[config.mk]
export PLATFORM = sky130hd
export DESIGN_NAME = dma_burst_sched
export DESIGN_NICKNAME = d
export VERILOG_FILES = /design/src/rtl/dma_burst_sched.sv
export SDC_FILE = /design/constraint.sdc
export NUM_CORES = 1
export LEC_CHECK = 0
export ABC_AREA = 1
export CAP_MARGIN = 5
export CORE_ASPECT_RATIO = 2
export CORE_MARGIN = 5
export CORE_UTILIZATION = 40
export CTS_CLUSTER_SIZE = 16
export DETAILED_ROUTE_END_ITERATION = 12
export GPL_TIMING_DRIVEN = 0
export PLACE_DENSITY = 0.66
export SLEW_MARGIN = 20
export SYNTH_ARGS = -nofsm -noshare
export SYNTH_HDL_FRONTEND = slang
export SYNTH_SLANG_ARGS = --single-unit
[constraint.sdc]
create_clock -name clk -period 7.5 [get_ports clk]
set_input_delay 1.875 -clock clk [delete_from_list [all_inputs] [get_ports clk]]
set_output_delay 1.875 -clock clk [all_outputs]
set_load 0.1 [all_outputs]
[src/rtl/dma_burst_sched.sv]
// DMA burst scheduler: splits a descriptor into AXI-legal read and write bursts
// (4 KB and max-burst bounded) and tracks outstanding write responses.
module dma_burst_sched #(
  parameter int DATA_WIDTH      = 512,
  parameter int ADDR_WIDTH      = 32,
  parameter int MAX_BEATS       = 16,
  parameter int MAX_OUTSTANDING = 8,
  localparam int OW             = $clog2(DATA_WIDTH / 8)
) (
  input  logic                  clk,
  input  logic                  rstn,
  input  logic                  dma_go_i,
  input  logic [ADDR_WIDTH-1:0] desc_src_addr_i,
  input  logic [ADDR_WIDTH-1:0] desc_dst_addr_i,
  input  logic [ADDR_WIDTH-1:0] desc_num_bytes_i,
  input  logic                  abort_i,
  output logic                  rd_req_valid_o,
  output logic [ADDR_WIDTH-1:0] rd_req_addr_o,
  output logic [7:0]            rd_req_alen_o,
  output logic [OW-1:0]         rd_req_head_o,
  output logic [OW-1:0]         rd_req_tail_o,
  input  logic                  rd_req_ready_i,
  output logic                  wr_req_valid_o,
  output logic [ADDR_WIDTH-1:0] wr_req_addr_o,
  output logic [7:0]            wr_req_alen_o,
  output logic [OW-1:0]         wr_req_head_o,
  output logic [OW-1:0]         wr_req_tail_o,
  input  logic                  wr_req_ready_i,
  input  logic                  wr_resp_i,
  output logic                  clear_o,
  output logic                  busy_o,
  output logic                  done_o,
  output logic [1:0]            dbg_state_o
);

  localparam int BYTES       = DATA_WIDTH / 8;
  localparam int BURST_BYTES = MAX_BEATS * BYTES;
  localparam int OUT_W       = $clog2(MAX_OUTSTANDING + 1);

  localparam logic [1:0] IDLE  = 2'd0;
  localparam logic [1:0] RUN   = 2'd1;
  localparam logic [1:0] DRAIN = 2'd2;
  localparam logic [1:0] DONE  = 2'd3;

  typedef struct packed {
    logic [ADDR_WIDTH-1:0] chunk;
    logic [7:0]            alen;
    logic [OW-1:0]         head;
    logic [OW-1:0]         tail;
  } burst_t;

  // Next burst from the current address and remaining count.
  function automatic burst_t burst_calc(input logic [ADDR_WIDTH-1:0] addr,
                                        input logic [ADDR_WIDTH-1:0] rem);
    logic [ADDR_WIDTH-1:0] to_4k, to_max, chunk, end_b, beats;
    burst_t b;
    to_4k  = ADDR_WIDTH'(4096) - ADDR_WIDTH'(addr[11:0]);
    to_max = ADDR_WIDTH'(BURST_BYTES) - ADDR_WIDTH'(addr[OW-1:0]);
    chunk  = rem;
    if (to_4k < chunk) chunk = to_4k;
    if (to_max < chunk) chunk = to_max;
    end_b   = ADDR_WIDTH'(addr[OW-1:0]) + chunk;
    beats   = (end_b + ADDR_WIDTH'(BYTES - 1)) >> OW;
    b.chunk = chunk;
    b.alen  = 8'(beats - ADDR_WIDTH'(1));
    b.head  = addr[OW-1:0];
    b.tail  = OW'(ADDR_WIDTH'(0) - end_b);
    return b;
  endfunction

  logic [1:0]            state;
  logic [ADDR_WIDTH-1:0] rd_addr, rd_rem, rd_chunk;
  logic [ADDR_WIDTH-1:0] wr_addr, wr_rem, wr_chunk;
  logic [OUT_W-1:0]      out_cnt;
  burst_t                rd_nxt, wr_nxt;
  logic                  active, go_acc, abort_acc;
  logic                  rd_hs, wr_hs, rd_issue, wr_issue, resp_acc;

  // Request channels: a transfer happens on a rising edge with valid && ready.
  // Once valid is high the fields stay frozen and valid stays high until that
  // transfer; valid then drops for at least one cycle before the next burst.
  assign active    = (state == RUN) || (state == DRAIN);
  assign go_acc    = (state == IDLE) && dma_go_i;
  assign abort_acc = active && abort_i;
  assign rd_hs     = rd_req_valid_o && rd_req_ready_i;
  assign wr_hs     = wr_req_valid_o && wr_req_ready_i;
  assign resp_acc  = wr_resp_i && (out_cnt != '0);
  assign rd_nxt    = burst_calc(rd_addr, rd_rem);
  assign wr_nxt    = burst_calc(wr_addr, wr_rem);
  assign rd_issue  = (state == RUN) && !rd_req_valid_o && (rd_rem != '0);
  assign wr_issue  = (state == RUN) && !wr_req_valid_o && (wr_rem != '0) &&
                     (out_cnt < OUT_W'(MAX_OUTSTANDING));

  // clear_o is combinational so the aligner FIFOs clear in the go/abort cycle.
  assign clear_o     = rstn && (go_acc || abort_acc);
  assign busy_o      = active;
  assign dbg_state_o = state;

  always_ff @(posedge clk or negedge rstn) begin
    if (!rstn) begin
      state  <= IDLE;
      done_o <= 1'b0;
    end else begin
      done_o <= 1'b0;
      case (state)
        IDLE: begin
          if (dma_go_i) state <= (desc_num_bytes_i == '0) ? DONE : RUN;
        end
        RUN: begin
          if (abort_i) state <= IDLE;
          else if ((rd_rem == '0) && (wr_rem == '0)) state <= DRAIN;
        end
        DRAIN: begin
          if (abort_i) state <= IDLE;
          else if (out_cnt == '0) state <= DONE;
        end
        DONE: begin
          done_o <= 1'b1;
          state  <= IDLE;
        end
        default: state <= IDLE;
      endcase
    end
  end

  always_ff @(posedge clk or negedge rstn) begin
    if (!rstn) begin
      rd_addr        <= '0;
      rd_rem         <= '0;
      rd_chunk       <= '0;
      rd_req_valid_o <= 1'b0;
      rd_req_addr_o  <= '0;
      rd_req_alen_o  <= '0;
      rd_req_head_o  <= '0;
      rd_req_tail_o  <= '0;
    end else if (go_acc) begin
      rd_addr        <= desc_src_addr_i;
      rd_rem         <= desc_num_bytes_i;
      rd_req_valid_o <= 1'b0;
    end else if (abort_acc) begin
      rd_addr        <= '0;
      rd_rem         <= '0;
      rd_req_valid_o <= 1'b0;
    end else if (rd_hs) begin
      rd_addr        <= rd_addr + rd_chunk;
      rd_rem         <= rd_rem - rd_chunk;
      rd_req_valid_o <= 1'b0;
    end else if (rd_issue) begin
      rd_chunk       <= rd_nxt.chunk;
      rd_req_valid_o <= 1'b1;
      rd_req_addr_o  <= {rd_addr[ADDR_WIDTH-1:OW], {OW{1'b0}}};
      rd_req_alen_o  <= rd_nxt.alen;
      rd_req_head_o  <= rd_nxt.head;
      rd_req_tail_o  <= rd_nxt.tail;
    end
  end

  always_ff @(posedge clk or negedge rstn) begin
    if (!rstn) begin
      wr_addr        <= '0;
      wr_rem         <= '0;
      wr_chunk       <= '0;
      wr_req_valid_o <= 1'b0;
      wr_req_addr_o  <= '0;
      wr_req_alen_o  <= '0;
      wr_req_head_o  <= '0;
      wr_req_tail_o  <= '0;
    end else if (go_acc) begin
      wr_addr        <= desc_dst_addr_i;
      wr_rem         <= desc_num_bytes_i;
      wr_req_valid_o <= 1'b0;
    end else if (abort_acc) begin
      wr_addr        <= '0;
      wr_rem         <= '0;
      wr_req_valid_o <= 1'b0;
    end else if (wr_hs) begin
      wr_addr        <= wr_addr + wr_chunk;
      wr_rem         <= wr_rem - wr_chunk;
      wr_req_valid_o <= 1'b0;
    end else if (wr_issue) begin
      wr_chunk       <= wr_nxt.chunk;
      wr_req_valid_o <= 1'b1;
      wr_req_addr_o  <= {wr_addr[ADDR_WIDTH-1:OW], {OW{1'b0}}};
      wr_req_alen_o  <= wr_nxt.alen;
      wr_req_head_o  <= wr_nxt.head;
      wr_req_tail_o  <= wr_nxt.tail;
    end
  end

  // Responses with nothing outstanding are dropped so the count cannot wrap.
  always_ff @(posedge clk or negedge rstn) begin
    if (!rstn) begin
      out_cnt <= '0;
    end else if (go_acc || abort_acc) begin
      out_cnt <= '0;
    end else if (wr_hs && !resp_acc) begin
      out_cnt <= out_cnt + OUT_W'(1);
    end else if (resp_acc && !wr_hs) begin
      out_cnt <= out_cnt - OUT_W'(1);
    end
  end

endmodule

==> run metrics <==
die area 58,600 um2; layout cells sized above 1 6.98%; top-count cell post-synth nand2_1; area fraction in compound gates after synthesis 18.7%; CP max FO 10; post-synthesis xor/xnor area fraction 1.35%; final setup violation count 0; Hold Violations, Final 0; crit-path max cell delay 0.45 ns; max cap viols 0; Worst Skew 0.0222 ns; WP data required 8.02 ns; crit share post-route 93.6%; Crit. End Element register; Netlist cell types 59; gr usage total 23.8%; vias in the first global route 21,400; Row Count 120; Synth warnings 0; Main synth FF type dfrtp_1; Hold-fix buffers, CTS 0; top post-synthesis cells by area dfrtp_1 (34%), nand2_1 (13%), ha_1 (11%), a21oi_1 (6.1%), inv_1 (6.1%); hold path cells 2; area leader, netlist dfrtp_1; cell area after technology mapping 21,400 um2; Syn Inst Count 2,986; Post-DP HPWL 57,800 um; initial core utilization 40.2%; initial antenna violation count 2; max frequency 142 MHz; Synth top area share 34.2%; Critical R2R Capture rd_req_alen_o[4]; mux cell area share after synthesis 0%; clock-pin slew on the worst setup and hold paths 0.07 ns; CP max-delay cell dfrtp_2; setup slack, reg-to-reg 0.48 ns; worst min-delay path category register to register; Total Wirelength 71,800 um; ys async rst share 100%; run status completed; clk_lat worst skew 0.60 ns; Reg2Reg Depth 48; TritonCTS Buffers 30; Finished Layout Cells 3,952; min Tclk post-route 7.02 ns; Area Overhead vs Synth 20.7%; worst setup path start rd_addr[0]; Via density 5.28; via count 20,900; clk sinks 293; Ports 214; Slew Viols, Final 0; Seq cells post-synth 293; Post-Synth Adder-Cell Area 11.9%; WL per Instance 18.2 um; Slew @ Worst Pin 1.20 ns; core area 53,300 um2; Congestion Overflow GR 0; First DRT Iteration DRCs 1,195; chip width 174 um; number of nets in the layout 3,560; layout filler cell count 5,287; Worst slew margin 19.7%; largest family of logic cells by synthesized area simple AND/OR/NAND/NOR gates; die height 337 um; Remaining DRCs 0; largest net degree at the start of global routing 93; worst r2r src rd_addr[0]; I/O Buffers 201; CTS H-tree lvls 1; CTS tree yes; CP most frequent cell nand2_1; CTS max path bufs 3; CTS root buf clkbuf_16; sequential share of the synthesized area 34.2%; first-pass GRT wire length 112,000 um; placed cell count 3,872; startpoint type of the worst setup path register; crit path DAT 7.54 ns; Synth Area per Inst 7.17 um2; routability cong. 0.947; crit path capture rd_req_alen_o[4]; synth cell count leaders nand2_1 (733), inv_1 (347), nor2_1 (300); Synth Area in Simple Gates 25.5%; EDFF count, synth 0; Crit Path Class register to register; TritonRoute pass-1 iters 5; Routed Antenna Nets 0
cell families (layout without fill, tap and decap cells):
| kind of cell | after synthesis | after routing |
|---|---|---|
| other | 1 | 13 |
| flip-flops | 293 | 293 |
| adder cells (fa/ha/maj) | 200 | 200 |
| AO/OA/AOI/OAI | 725 | 725 |
| buffers and inverters | 460 | 743 |
| AND/OR/NAND/NOR | 1274 | 1274 |
| XOR/XNOR | 33 | 33 |
sequential cells by signal (all words and copies together) (netlist names), 26 cells and up:
register / cells
rd_addr: 32
rd_chunk: 32
rd_rem: 32
rd_req_addr_o: 26
wr_addr: 32
wr_chunk: 32
wr_rem: 32
wr_req_addr_o: 26
what timing repair did:
item | in CTS | in global routing
endpoints found under the hold margin | 0 | 0
pin swaps | 0 | 14
setup buffers | 0 | 24
cloned | 0 | 1
resized for setup | 10 | 64
endpoints found under the setup margin | 14 | 14
worst min-delay path by stage:
stage          slack, ns                 to              start
6_report            0.47  wr_req_addr_o[30]  wr_req_addr_o[30]
3_3_place_gp        0.46  wr_req_addr_o[12]  wr_req_addr_o[12]
5_1_grt             0.49  wr_req_addr_o[23]  wr_req_addr_o[23]
2_1_floorplan       0.47         rd_rem[15]         rd_rem[15]
4_1_cts             0.48  wr_req_addr_o[30]  wr_req_addr_o[30]
3_5_place_dp        0.46  wr_req_addr_o[30]  wr_req_addr_o[30]
worst max-delay path, delay by kind of cell (launching register included):
| family | cells | cell delay (ns) |
|---|---|---|
| and+or+nand+nor | 29 | 3.34 |
| adders and majority gates | 5 | 1.33 |
| buffers and inverters | 10 | 1.15 |
| DFF | 1 | 0.45 |
| AOI/OAI and AO/OA | 3 | 0.45 |
| xor gates and xnor gates | 1 | 0.21 |
placed cells by master (no fill, tap or decap), types with 7 or more instances in the layout:
cell / count
clkdlybuf4s50_1: 200
nor4_1: 24
buf_1: 8
clkbuf_16: 30
dfrtp_1: 288
nor2_4: 10
nand2_4: 14
nand3_1: 80
a31oi_1: 126
xnor2_1: 9
nor2_1: 298
nand2_1: 731
nand2_2: 15
or2_2: 18
nor2_2: 10
o21a_1: 10
o221ai_1: 7
inv_2: 14
xor2_1: 21
o21ai_1: 17
ha_1: 192
nand4_1: 22
buf_4: 36
conb_1: 12
nand3_2: 8
o21ai_0: 239
inv_1: 346
a21oi_1: 260
clkbuf_1: 70
nor3_1: 18
o21bai_1: 10
a21boi_0: 11
layer usage:
layer  track usage [%]  share of wire [%]  vias to the layer above
li1                  -                  -                    10500
met1              24.2                 36                     9630
met2              48.1                 54                      586
met3              2.41                4.2                      171
met4              11.0                5.4                        0
met5                 0                  0                        -
layout make-up:
type / instances / area [um2] / area share [%]
well taps: 671 / 840 / 3.25
plain buffers: 92 / 413 / 1.60
inverters: 367 / 1390 / 5.37
repair buffers: 229 / 2280 / 8.84
clock buffers: 39 / 835 / 3.23
flip-flops and latches: 293 / 7340 / 28.4
multi-input cells: 2244 / 12600 / 48.6
diodes: 1 / 2.50 / 0.00968
clock inverters: 16 / 191 / 0.741
metrics by stage:
stage / setup TNS (ns) / area [um2] / worst slack [ns] / hold slack [ns] / util, %
after global placement: -2587.06 / 24300 / -8.83 / 0.457 / 45.6
after global routing: -0.0856 / 25800 / -0.0767 / 0.494 / 48.5
final: 0 / 25800 / 0.479 / 0.472 / 48.5
after floorplan: 0 / 21500 / 0.906 / 0.469 / -
after CTS: 0 / 25400 / 0.0344 / 0.475 / 47.7
after detailed placement: -3.51 / 24400 / -0.509 / 0.457 / 45.8
Power is left out: the tool's default activity adds up to more than one toggle a clock period on the data nets, which glitch-free logic cannot reach.
